$ cat src/rtl/thumb_inst_align_if.sv
// Fetch-side and decode-side handshakes of the Thumb halfword alignment buffer.
// The slave modport is the buffer's view; the master modport is the fetch/decode view.
interface thumb_inst_align_if;
  logic        fetch_valid;
  logic        fetch_ready;
  logic [31:0] fetch_data;
  logic        inst_valid;
  logic        inst_ready;
  logic [31:0] inst;
  logic        inst_is32;
  logic        dp_imm_valid;
  logic [11:0] imm12;

  modport slave (
    input  fetch_valid, fetch_data, inst_ready,
    output fetch_ready, inst_valid, inst, inst_is32, dp_imm_valid, imm12
  );

  modport master (
    output fetch_valid, fetch_data, inst_ready,
    input  fetch_ready, inst_valid, inst, inst_is32, dp_imm_valid, imm12
  );
endinterface

$ cat src/rtl/thumb_inst_align.sv
// Assembles 32-bit fetch words into 16/32-bit Thumb instructions via a circular halfword buffer.
// Define THUMB_IMM_DECODE_EN to generate dp_imm_valid/imm12; otherwise both are tied to 0.
module thumb_inst_align #(
  parameter int HW_DEPTH = 4
) (
  input  logic             clk,
  input  logic             rst,
  input  logic             flush,
  input  logic             flush_hw1,
  thumb_inst_align_if.slave bus
);
  localparam int PW = (HW_DEPTH > 1) ? $clog2(HW_DEPTH) : 1;
  localparam int CW = $clog2(HW_DEPTH + 1);

  logic [HW_DEPTH-1:0][15:0] buf_q;
  logic [PW-1:0]             head_q, head_d, tail_q, tail_d;
  logic [CW-1:0]             count_q, count_d;
  logic                      skip_q, skip_d;
  logic [15:0]               hw1, hw2;
  logic                      is32, push, pop;
  logic [1:0]                push_n, pop_n;

  // Pointer advance by 0..2 with wrap for any depth (not just powers of two).
  function automatic logic [PW-1:0] ptr_add(input logic [PW-1:0] p, input logic [1:0] n);
    int s;
    s = int'(p) + int'(n);
    if (s >= HW_DEPTH) s = s - HW_DEPTH;
    return PW'(s);
  endfunction

  assign hw1  = buf_q[head_q];
  assign hw2  = buf_q[ptr_add(head_q, 2'd1)];
  assign is32 = (hw1[15:13] == 3'b111) && (hw1[12:11] != 2'b00);

  assign bus.fetch_ready = !rst && !flush && (count_q <= CW'(HW_DEPTH - 2));
  assign bus.inst_valid  = !rst && (count_q != '0) && (!is32 || count_q >= CW'(2));

  assign push   = bus.fetch_valid && bus.fetch_ready;
  // A pop handshake during flush is consumed by decode but leaves the buffer alone.
  assign pop    = bus.inst_valid && bus.inst_ready && !flush;
  assign push_n = !push ? 2'd0 : (skip_q ? 2'd1 : 2'd2);
  assign pop_n  = !pop  ? 2'd0 : (is32   ? 2'd2 : 2'd1);

  always_comb begin
    count_d = count_q + CW'(push_n) - CW'(pop_n);
    head_d  = ptr_add(head_q, pop_n);
    tail_d  = ptr_add(tail_q, push_n);
    skip_d  = push ? 1'b0 : skip_q;
    if (flush) begin
      count_d = '0;
      head_d  = '0;
      tail_d  = '0;
      skip_d  = flush_hw1;
    end
  end

  always_ff @(posedge clk) begin
    if (rst) begin
      count_q <= '0;
      head_q  <= '0;
      tail_q  <= '0;
      skip_q  <= 1'b0;
    end else begin
      count_q <= count_d;
      head_q  <= head_d;
      tail_q  <= tail_d;
      skip_q  <= skip_d;
    end
  end

  // Storage needs no reset: occupancy alone decides what is visible.
  always_ff @(posedge clk) begin
    if (push) begin
      if (skip_q) begin
        buf_q[tail_q] <= bus.fetch_data[31:16];
      end else begin
        buf_q[tail_q]                <= bus.fetch_data[15:0];
        buf_q[ptr_add(tail_q, 2'd1)] <= bus.fetch_data[31:16];
      end
    end
  end

  always_comb begin
    bus.inst         = 32'h0;
    bus.inst_is32    = 1'b0;
    bus.dp_imm_valid = 1'b0;
    bus.imm12        = 12'h0;
    if (bus.inst_valid) begin
      bus.inst      = is32 ? {hw1, hw2} : {16'h0, hw1};
      bus.inst_is32 = is32;
`ifdef THUMB_IMM_DECODE_EN
      bus.dp_imm_valid = is32 && (hw1[15:11] == 5'b11110) && !hw1[9] && !hw2[15];
      bus.imm12        = {hw1[10], hw2[14:12], hw2[7:0]};
`endif
    end
  end
endmodule

$ cat src/flat_wrapper.sv
// flat-port wrapper written by rule: the top's interface ports become plain ports
module thumb_inst_align_flat 
#(
  parameter int HW_DEPTH = 4
)
  (clk, rst, flush, flush_hw1, bus_fetch_valid, bus_fetch_data, bus_inst_ready, bus_fetch_ready, bus_inst_valid, bus_inst, bus_inst_is32, bus_dp_imm_valid, bus_imm12);
  thumb_inst_align_if bus_i ();
  input  logic clk;
  input  logic rst;
  input  logic flush;
  input  logic flush_hw1;
  input wire logic [$bits(bus_i.fetch_valid)-1:0] bus_fetch_valid;
  input wire logic [$bits(bus_i.fetch_data)-1:0] bus_fetch_data;
  input wire logic [$bits(bus_i.inst_ready)-1:0] bus_inst_ready;
  output wire logic [$bits(bus_i.fetch_ready)-1:0] bus_fetch_ready;
  output wire logic [$bits(bus_i.inst_valid)-1:0] bus_inst_valid;
  output wire logic [$bits(bus_i.inst)-1:0] bus_inst;
  output wire logic [$bits(bus_i.inst_is32)-1:0] bus_inst_is32;
  output wire logic [$bits(bus_i.dp_imm_valid)-1:0] bus_dp_imm_valid;
  output wire logic [$bits(bus_i.imm12)-1:0] bus_imm12;
  assign bus_i.fetch_valid = bus_fetch_valid;
  assign bus_i.fetch_data = bus_fetch_data;
  assign bus_i.inst_ready = bus_inst_ready;
  assign bus_fetch_ready = bus_i.fetch_ready;
  assign bus_inst_valid = bus_i.inst_valid;
  assign bus_inst = bus_i.inst;
  assign bus_inst_is32 = bus_i.inst_is32;
  assign bus_dp_imm_valid = bus_i.dp_imm_valid;
  assign bus_imm12 = bus_i.imm12;
  thumb_inst_align #(.HW_DEPTH(HW_DEPTH)) u_core (.clk(clk), .rst(rst), .flush(flush), .flush_hw1(flush_hw1), .bus(bus_i));
endmodule
$ cat config.mk
export PLATFORM = sky130hd
export DESIGN_NAME = thumb_inst_align_flat
export DESIGN_NICKNAME = d
export VERILOG_FILES = /design/src/rtl/thumb_inst_align_if.sv /design/src/rtl/thumb_inst_align.sv /design/src/flat_wrapper.sv
export SDC_FILE = /design/constraint.sdc
export NUM_CORES = 1
export LEC_CHECK = 0
export BUFFER_PORTS_ARGS = -buffer_cell sky130_fd_sc_hd__clkbuf_2
export CAP_MARGIN = 20
export CORE_MARGIN = 5
export CORE_UTILIZATION = 29
export DETAILED_ROUTE_END_ITERATION = 8
export PLACE_DENSITY = 0.55
export SETUP_SLACK_MARGIN = 0.3
export SLEW_MARGIN = 20
export SYNTH_ARGS = -nofsm -noshare
export SYNTH_HDL_FRONTEND = slang
export SYNTH_SLANG_ARGS = --single-unit
$ cat constraint.sdc
create_clock -name clk -period 2.9 [get_ports clk]
set_clock_uncertainty 0.15 [all_clocks]
set_input_delay 0.29 -clock clk [delete_from_list [all_inputs] [get_ports clk]]
set_output_delay 0.29 -clock clk [all_outputs]
set_load 0.02 [all_outputs]
==> run_results.csv, run 1 <==
group,metric,value,unit
die,num_rows,48,
timing,whs,0.0439,ns
die,core,17400,um^2
timing,rsz0062_at_grt,"true",
cts,cts_sinks,72,
final_layout,layout-drive-gt1-share,0.355,
setup_path,end_kind,"flop",
logic_synthesis,synth-edff-count,64,
setup_path,cpMaxStageDelayCell,"mux4_2",
cts,numCtsBuffers,9,
logic_synthesis,ys_ff_latch,72,
timing,fin_crit_sh,0.999,
pwr,powerDensity,408,nW/um^2
timing,finalWorstSetupSlack,0.00398,ns
cts,cts-root-buf,"clkbuf_16",
setup_path,rrSetupSlack,0.004,ns
die,io_pins,86,
logic_synthesis,avgSynthCellArea,10.2,um^2
grt,grtUsageTotal,0.150,
logic_synthesis,synth.cell_area,5140,um^2
setup_path,cp_max_fo,4,
placement,preCtsSetupSlack,-0.0543,ns
pwr,vdd_drop_max,0.000256,V
pwr,power.leakage,2.21,nW
logic_synthesis,syn_inst,502,
timing,slew_headroom,0.426,
grt,grt_pass1_wl,23900,um
route,first_iter_violations,442,
cts,cts.path.max_buffers,2,
final_layout,fill_cells,1671,
grt,grt_pass1_vias,4279,
setup_path,path_buf_inv,0,
status,status,"finished, final reports clean",
route,post-route-drc-count,0,
final_layout,final_nets,610,
logic_synthesis,netlist-cell-type-count,40,
final_layout,final_common_cell,"nand2_1",
setup_path,path_class,"reg -> reg",
setup_path,max_stage_delay,0.56,ns
route,wire_per_inst,19.2,um
route,first_pass_iters,5,
route,vias,4399,
setup_path,path_cells,"mux4_2 -> o2111ai_4 -> nor2_4 -> and2_4 -> fa_1 -> fa_2 -> xnor2_2 -> xnor2_1 -> nor3_1",
cts,h-tree-depth,3,
grt,overflow,0,
cts,cts_tree,"yes",
logic_synthesis,async_reset_ff_frac,0,
placement,dp_hpwl,10600,um
logic_synthesis,seq_area_frac_synth,0.405,
die,die-area,20500,um^2
timing,tightestPinTransition,0.862,ns
route,drt-total-wl,15200,um
setup_path,arrival,2.96,ns
final_layout,syn_to_final_growth,23.8,%
timing,fin_crit,2.90,ns
placement,place_area,5720,um^2
die,die-width,143,um
placement,io_buffers,72,
final_layout,layout_common_cells,"nand2_1 (92), a21oi_1 (72), a221oi_1 (64), edfxtp_1 (64), clkbuf_2 (52)",
final_layout,fin_area,6370,um^2
timing,drv_slew,0,
worst_hold_path,hold_path_class,"in -> reg",
setup_path,critPathTopFamily,"adder cells",
die,initial_core_util,0.296,
cts,clk_pin_slew,0.05,ns
setup_path,critPathLaunchType,"flop",
route,ant_nets,0,
grt,grt_max_degree,130,
logic_synthesis,synth_flop_cell,"edfxtp_1",
flow_run,drv_cap,0,
timing,hold_viol_final,0,
die,dieHeight,143,um
route,vias_per_cell,5.53,
placement,place.gp.congestion,0.791,
grt,antenna_found_initial,3,
setup_path,worstPathRequired,2.96,ns
timing,setup_viol,0,
timing,max_freq,345,MHz
cts,insertion_delay,0.33,ns
logic_synthesis,yosysWarnings,0,
-- per-stage QoR --
step / setup TNS [ns] / util / power, W / std cells
floorplan: -0.232 / - / 0.00148 / 514
global placement: 0 / 0.329 / 0.00156 / 763
detailed placement: -0.0563 / 0.329 / 0.00157 / 763
CTS: 0 / 0.359 / 0.00260 / 790
global route: -0.110 / 0.367 / 0.00272 / 794
finish: 0 / 0.367 / 0.00260 / 795
-- final timing paths --
path                            depth (start not counted)              start                 to
worst max-delay path                                    9   u_core.head_q[0]  u_core.count_q[2]
worst min register to register                          2  u_core.count_q[2]  u_core.count_q[2]
worst max register to register                          9   u_core.head_q[0]  u_core.count_q[2]
worst min-delay path                                    3          flush_hw1      u_core.skip_q
-- where the power goes --
group	switching, W	total [W]	leakage (nW)	internal, W
clock network	0.000382	0.00100	0.133	0.000621
registers	0.0000122	0.00117	0.652	0.00116
logic	0.000249	0.000421	1.43	0.000172
total	0.000643	0.00260	2.21	0.00195
-- worst reg2reg max path: cells and delay by family, from the launching register on --
family | cells | cell delay, ns
AO/OA/AOI/OAI | 1 | 0.29
XOR/XNOR | 2 | 0.31
adder cells (fa/ha/maj) | 2 | 0.84
AND/OR/NAND/NOR | 3 | 0.25
multiplexers | 1 | 0.56
flip-flops | 1 | 0.38
-- Yosys cell counts (all sizes together) (2+ instances only) --
library cell	instances	share of area
nand2	92	0.067
a21oi	79	0.077
a221oi	64	0.11
edfxtp	64	0.37
clkbuf	42	0.031
buf	39	0.054
mux4	32	0.14
and2	15	0.018
nor2	15	0.011
dfxtp	8	0.031
ha	6	0.015
inv	6	0.0044
nor2b	5	0.0061
nor3	5	0.0049
o21ai	4	0.0039
xnor2	4	0.0068
fa	2	0.0078
mux2i	2	0.0039
nand3	2	0.0019
nand3b	2	0.0029
-- routing by layer --
| metal | track usage | wire length, um | up-vias |
|---|---|---|---|
| li1 | - | - | 2024 |
| met1 | 0.189 | 5920 | 2117 |
| met2 | 0.248 | 7440 | 221 |
| met3 | 0.0392 | 1480 | 31 |
| met4 | 0.0580 | 350 | 6 |
| met5 | 0 | 47 | - |
-- area by class of cell --
cell class,instances,area [um^2],area share
multi-input combinational,355,2810,0.441
sequential,72,2090,0.328
timing repair buffer,120,885,0.139
tap,225,282,0.0442
clock buffer,13,260,0.0409
inverter,6,22.5,0.00354
clock inverter,3,16.3,0.00255
antenna,1,2.50,0.000393
-- kinds of logic (layout without fill, tap and decap cells) --
| group | count (synthesis) | in the layout | synth area share |
|---|---|---|---|
| compound gates | 157 | 157 | 0.212 |
| xor+xnor | 4 | 4 | 0.00681 |
| fa+ha+maj | 8 | 8 | 0.0224 |
| buf+inv | 87 | 142 | 0.0888 |
| flops | 72 | 72 | 0.405 |
| mux | 34 | 34 | 0.144 |
| other cells | 1 | 14 | 0.000729 |
| simple gates | 139 | 139 | 0.120 |
-- flip-flops by register name, indices dropped and copies added (netlist names) --
register,flops
u_core.buf_q,64
u_core.count_q,3
u_core.head_q,2
u_core.skip_q,1
u_core.tail_q,2
-- repair_timing --
| action | in CTS | in global routing |
|---|---|---|
| setup endpoints to repair | 28 | 35 |
| pin swaps | 4 | 7 |
| buffers inserted | 10 | 4 |
| hold buffers | 0 | 0 |
| cloned | 1 | 0 |
| gates resized for setup | 35 | 46 |
(Power assumes the default switching activity.)
==> run 2: changes to the inputs <==
--- a/config.mk
+++ b/config.mk
@@ -7,10 +7,12 @@
 export LEC_CHECK = 0
 export BUFFER_PORTS_ARGS = -buffer_cell sky130_fd_sc_hd__clkbuf_2
 export CAP_MARGIN = 20
+export CELL_PAD_IN_SITES_DETAIL_PLACEMENT = 0
+export CELL_PAD_IN_SITES_GLOBAL_PLACEMENT = 1
 export CORE_MARGIN = 5
 export CORE_UTILIZATION = 29
 export DETAILED_ROUTE_END_ITERATION = 8
-export PLACE_DENSITY = 0.55
+export PLACE_DENSITY_LB_ADDON = 0.1
 export SETUP_SLACK_MARGIN = 0.3
 export SLEW_MARGIN = 20
 export SYNTH_ARGS = -nofsm -noshare
==> run 2 against run 1 <==
  * Design area grew 1.3%
  * Via count shrank 0.82%
  * Hold slack lost 0.0026 ns
  * Register-to-register slack gained 0.05 ns
  * Clock-buffer cell count shrank 3
  * Sequential share of layout area shrank 0.41 points
  * Sequential cell count is the same
  * Fmax grew 1.8%
  * Clock power shrank 5%
  * Non-clock buffer count grew 5
  * Highest routed layer is now met4
  * Combinational power grew 7.1%
==> run_results.csv, run 2 (synthesis gave the netlist of run 1 again) <==
group,metric,value,unit
cts,clk_pin_slew,0.06,ns
grt,grtUsageTotal,0.161,
setup_path,path_class,"reg -> reg",
die,dieHeight,143,um
setup_path,path_cells,"mux4_2 -> o2111ai_4 -> nor2_4 -> and2_4 -> fa_1 -> fa_2 -> xnor2_2 -> xnor2_1 -> nor3_1",
cts,cts_tree,"yes",
setup_path,worstPathRequired,2.96,ns
route,vias_per_cell,5.45,
cts,cts-root-buf,"clkbuf_16",
worst_hold_path,min_from,"flush_hw1",
cts,numCtsBuffers,9,
final_layout,layout_common_cells,"nand2_1 (92), a21oi_1 (67), a221oi_1 (64), edfxtp_1 (64), clkbuf_2 (48)",
final_layout,syn_to_final_growth,25.4,%
placement,place.gp.congestion,0.758,
die,die-width,143,um
route,first_iter_violations,391,
die,core,17400,um^2
final_layout,fin_area,6450,um^2
timing,max_freq,352,MHz
die,initial_core_util,0.296,
grt,grt_max_degree,82,
final_layout,reg_top3,"u_core.buf_q (64), u_core.count_q (3)",
timing,drv_slew,0,
route,drt-total-wl,16500,um
placement,io_buffers,72,
setup_path,rrSetupSlack,0.06,ns
grt,grt_pass1_vias,4088,
worst_hold_path,hold_path_class,"in -> reg",
timing,fin_crit,2.84,ns
cts,insertion_delay,0.32,ns
final_layout,n_antenna_cell,0,
setup_path,path_buf_inv,0,
timing,setup_viol,0,
worst_hold_path,hold_path_depth,3,
route,wire_per_inst,20.6,um
route,post-route-drc-count,0,
setup_path,cpMaxStageDelayCell,"mux4_2",
timing,rsz0062_at_grt,"true",
final_layout,final_nets,617,
timing,tightestPinTransition,0.743,ns
route,ant_nets,0,
pwr,powerDensity,399,nW/um^2
worst_hold_path,holdPathEnd,"u_core.skip_q",
final_layout,layout-drive-gt1-share,0.363,
die,die-area,20500,um^2
status,status,"finished, final reports clean",
placement,dp_hpwl,11800,um
cts,h-tree-depth,3,
setup_path,r2r-end,"u_core.count_q[2]",
pwr,vdd_drop_max,0.000227,V
cts,cts_sinks,72,
grt,grt_pass1_wl,25300,um
setup_path,ff2ff_path_depth,9,
cts,ctsHoldBuffers,0,
cts,cts.path.max_buffers,2,
pwr,power.total,0.00257,W
setup_path,critPathLaunchType,"flop",
setup_path,end_kind,"flop",
grt,overflow,0,
setup_path,arrival,2.91,ns
setup_path,cp_max_fo,6,
setup_path,critPathTopFamily,"adder cells",
final_layout,final_common_cell,"nand2_1",
pwr,power.leakage,2.26,nW
setup_path,reg2reg_from,"u_core.head_q[0]",
timing,fin_crit_sh,0.981,
die,num_rows,48,
flow_run,drv_cap,0,
route,first_pass_iters,4,
setup_path,max_stage_delay,0.56,ns
die,io_pins,86,
grt,antenna_found_initial,0,
final_layout,largest_register_ffs,64,
timing,hold_viol_final,0,
timing,slew_headroom,0.505,
final_layout,regMostFlops,"u_core.buf_q",
route,vias,4363,
placement,place_area,5750,um^2
run 2: changes by cell type in the layout (fill, tap and decap cells not counted), moves of 2 or more:
cell,before,now
a21oi_1,72,67
a21oi_2,6,12
buf_2,0,4
buf_4,49,45
buf_6,10,13
clkbuf_2,52,48
clkbuf_8,7,11
clkinv_1,1,3
clkinv_2,1,3
o21ai_1,1,3
o21ai_2,2,0
run 2: metal layers:
layer	vias to the layer above	GRT usage	wire length (um)
met1	2151	0.266	8440
li1	2036	-	-
met4	0	0.0395	132
met3	6	0.0174	936
met2	170	0.220	6960
met5	-	0	0
run 2: worst max-delay path by stage:
stage	startpoint	endpoint	slack, ns	cells after the start
3_5_place_dp	u_core.head_q[0]	u_core.count_q[2]	-0.04	12
6_report	u_core.head_q[0]	u_core.count_q[2]	0.06	9
4_1_cts	u_core.head_q[0]	u_core.count_q[2]	0.03	9
5_1_grt	u_core.head_q[0]	u_core.count_q[2]	-0.06	9
2_1_floorplan	u_core.head_q[0]	u_core.count_q[2]	-0.19	11
3_3_place_gp	u_core.head_q[0]	u_core.count_q[2]	-0.02	11
run 2: final cells by class:
class                      instances  area [um^2]
clock inverter                     6         26.3
inverter                           6         25.0
sequential                        72         2090
multi-input combinational        357         2820
tap                              225          282
timing repair buffer             125          978
fill                            1699        10900
clock buffer                      10          229
run 2: worst register-to-register path, delay by kind of cell, from the launching register on:
kind	cells	cell delay, ns
compound gates	1	0.27
simple gates	3	0.24
flops	1	0.39
mux	1	0.56
xor+xnor	2	0.30
fa+ha+maj	2	0.84
run 2: where the power goes:
group | leakage (nW) | internal [W] | switching, W
Sequential | 0.652 | 0.00116 | 0.0000128
Clock | 0.129 | 0.000564 | 0.000383
Combinational | 1.48 | 0.000180 | 0.000271
Total | 2.26 | 0.00191 | 0.000667
run 2: timing repair:
| item | 4_1_cts | 5_1_grt |
|---|---|---|
| endpoints found under the setup margin | 31 | 34 |
| buffers inserted | 9 | 5 |
| cloned | 3 | 0 |
| pin swaps | 6 | 15 |
| gates resized for setup | 54 | 37 |
run 2: through the flow:
stage,setup slack [ns],util,hold slack [ns],std cells,setup TNS [ns]
floorplan,-0.185,-,0.216,514,-0.232
global placement,-0.0215,0.331,0.393,768,-0.0215
detailed placement,-0.0358,0.331,0.383,768,-0.0379
CTS,0.0287,0.365,0.0379,796,0
global route,-0.0617,0.372,0.0566,801,-0.0617
finish,0.0554,0.372,0.0412,801,0
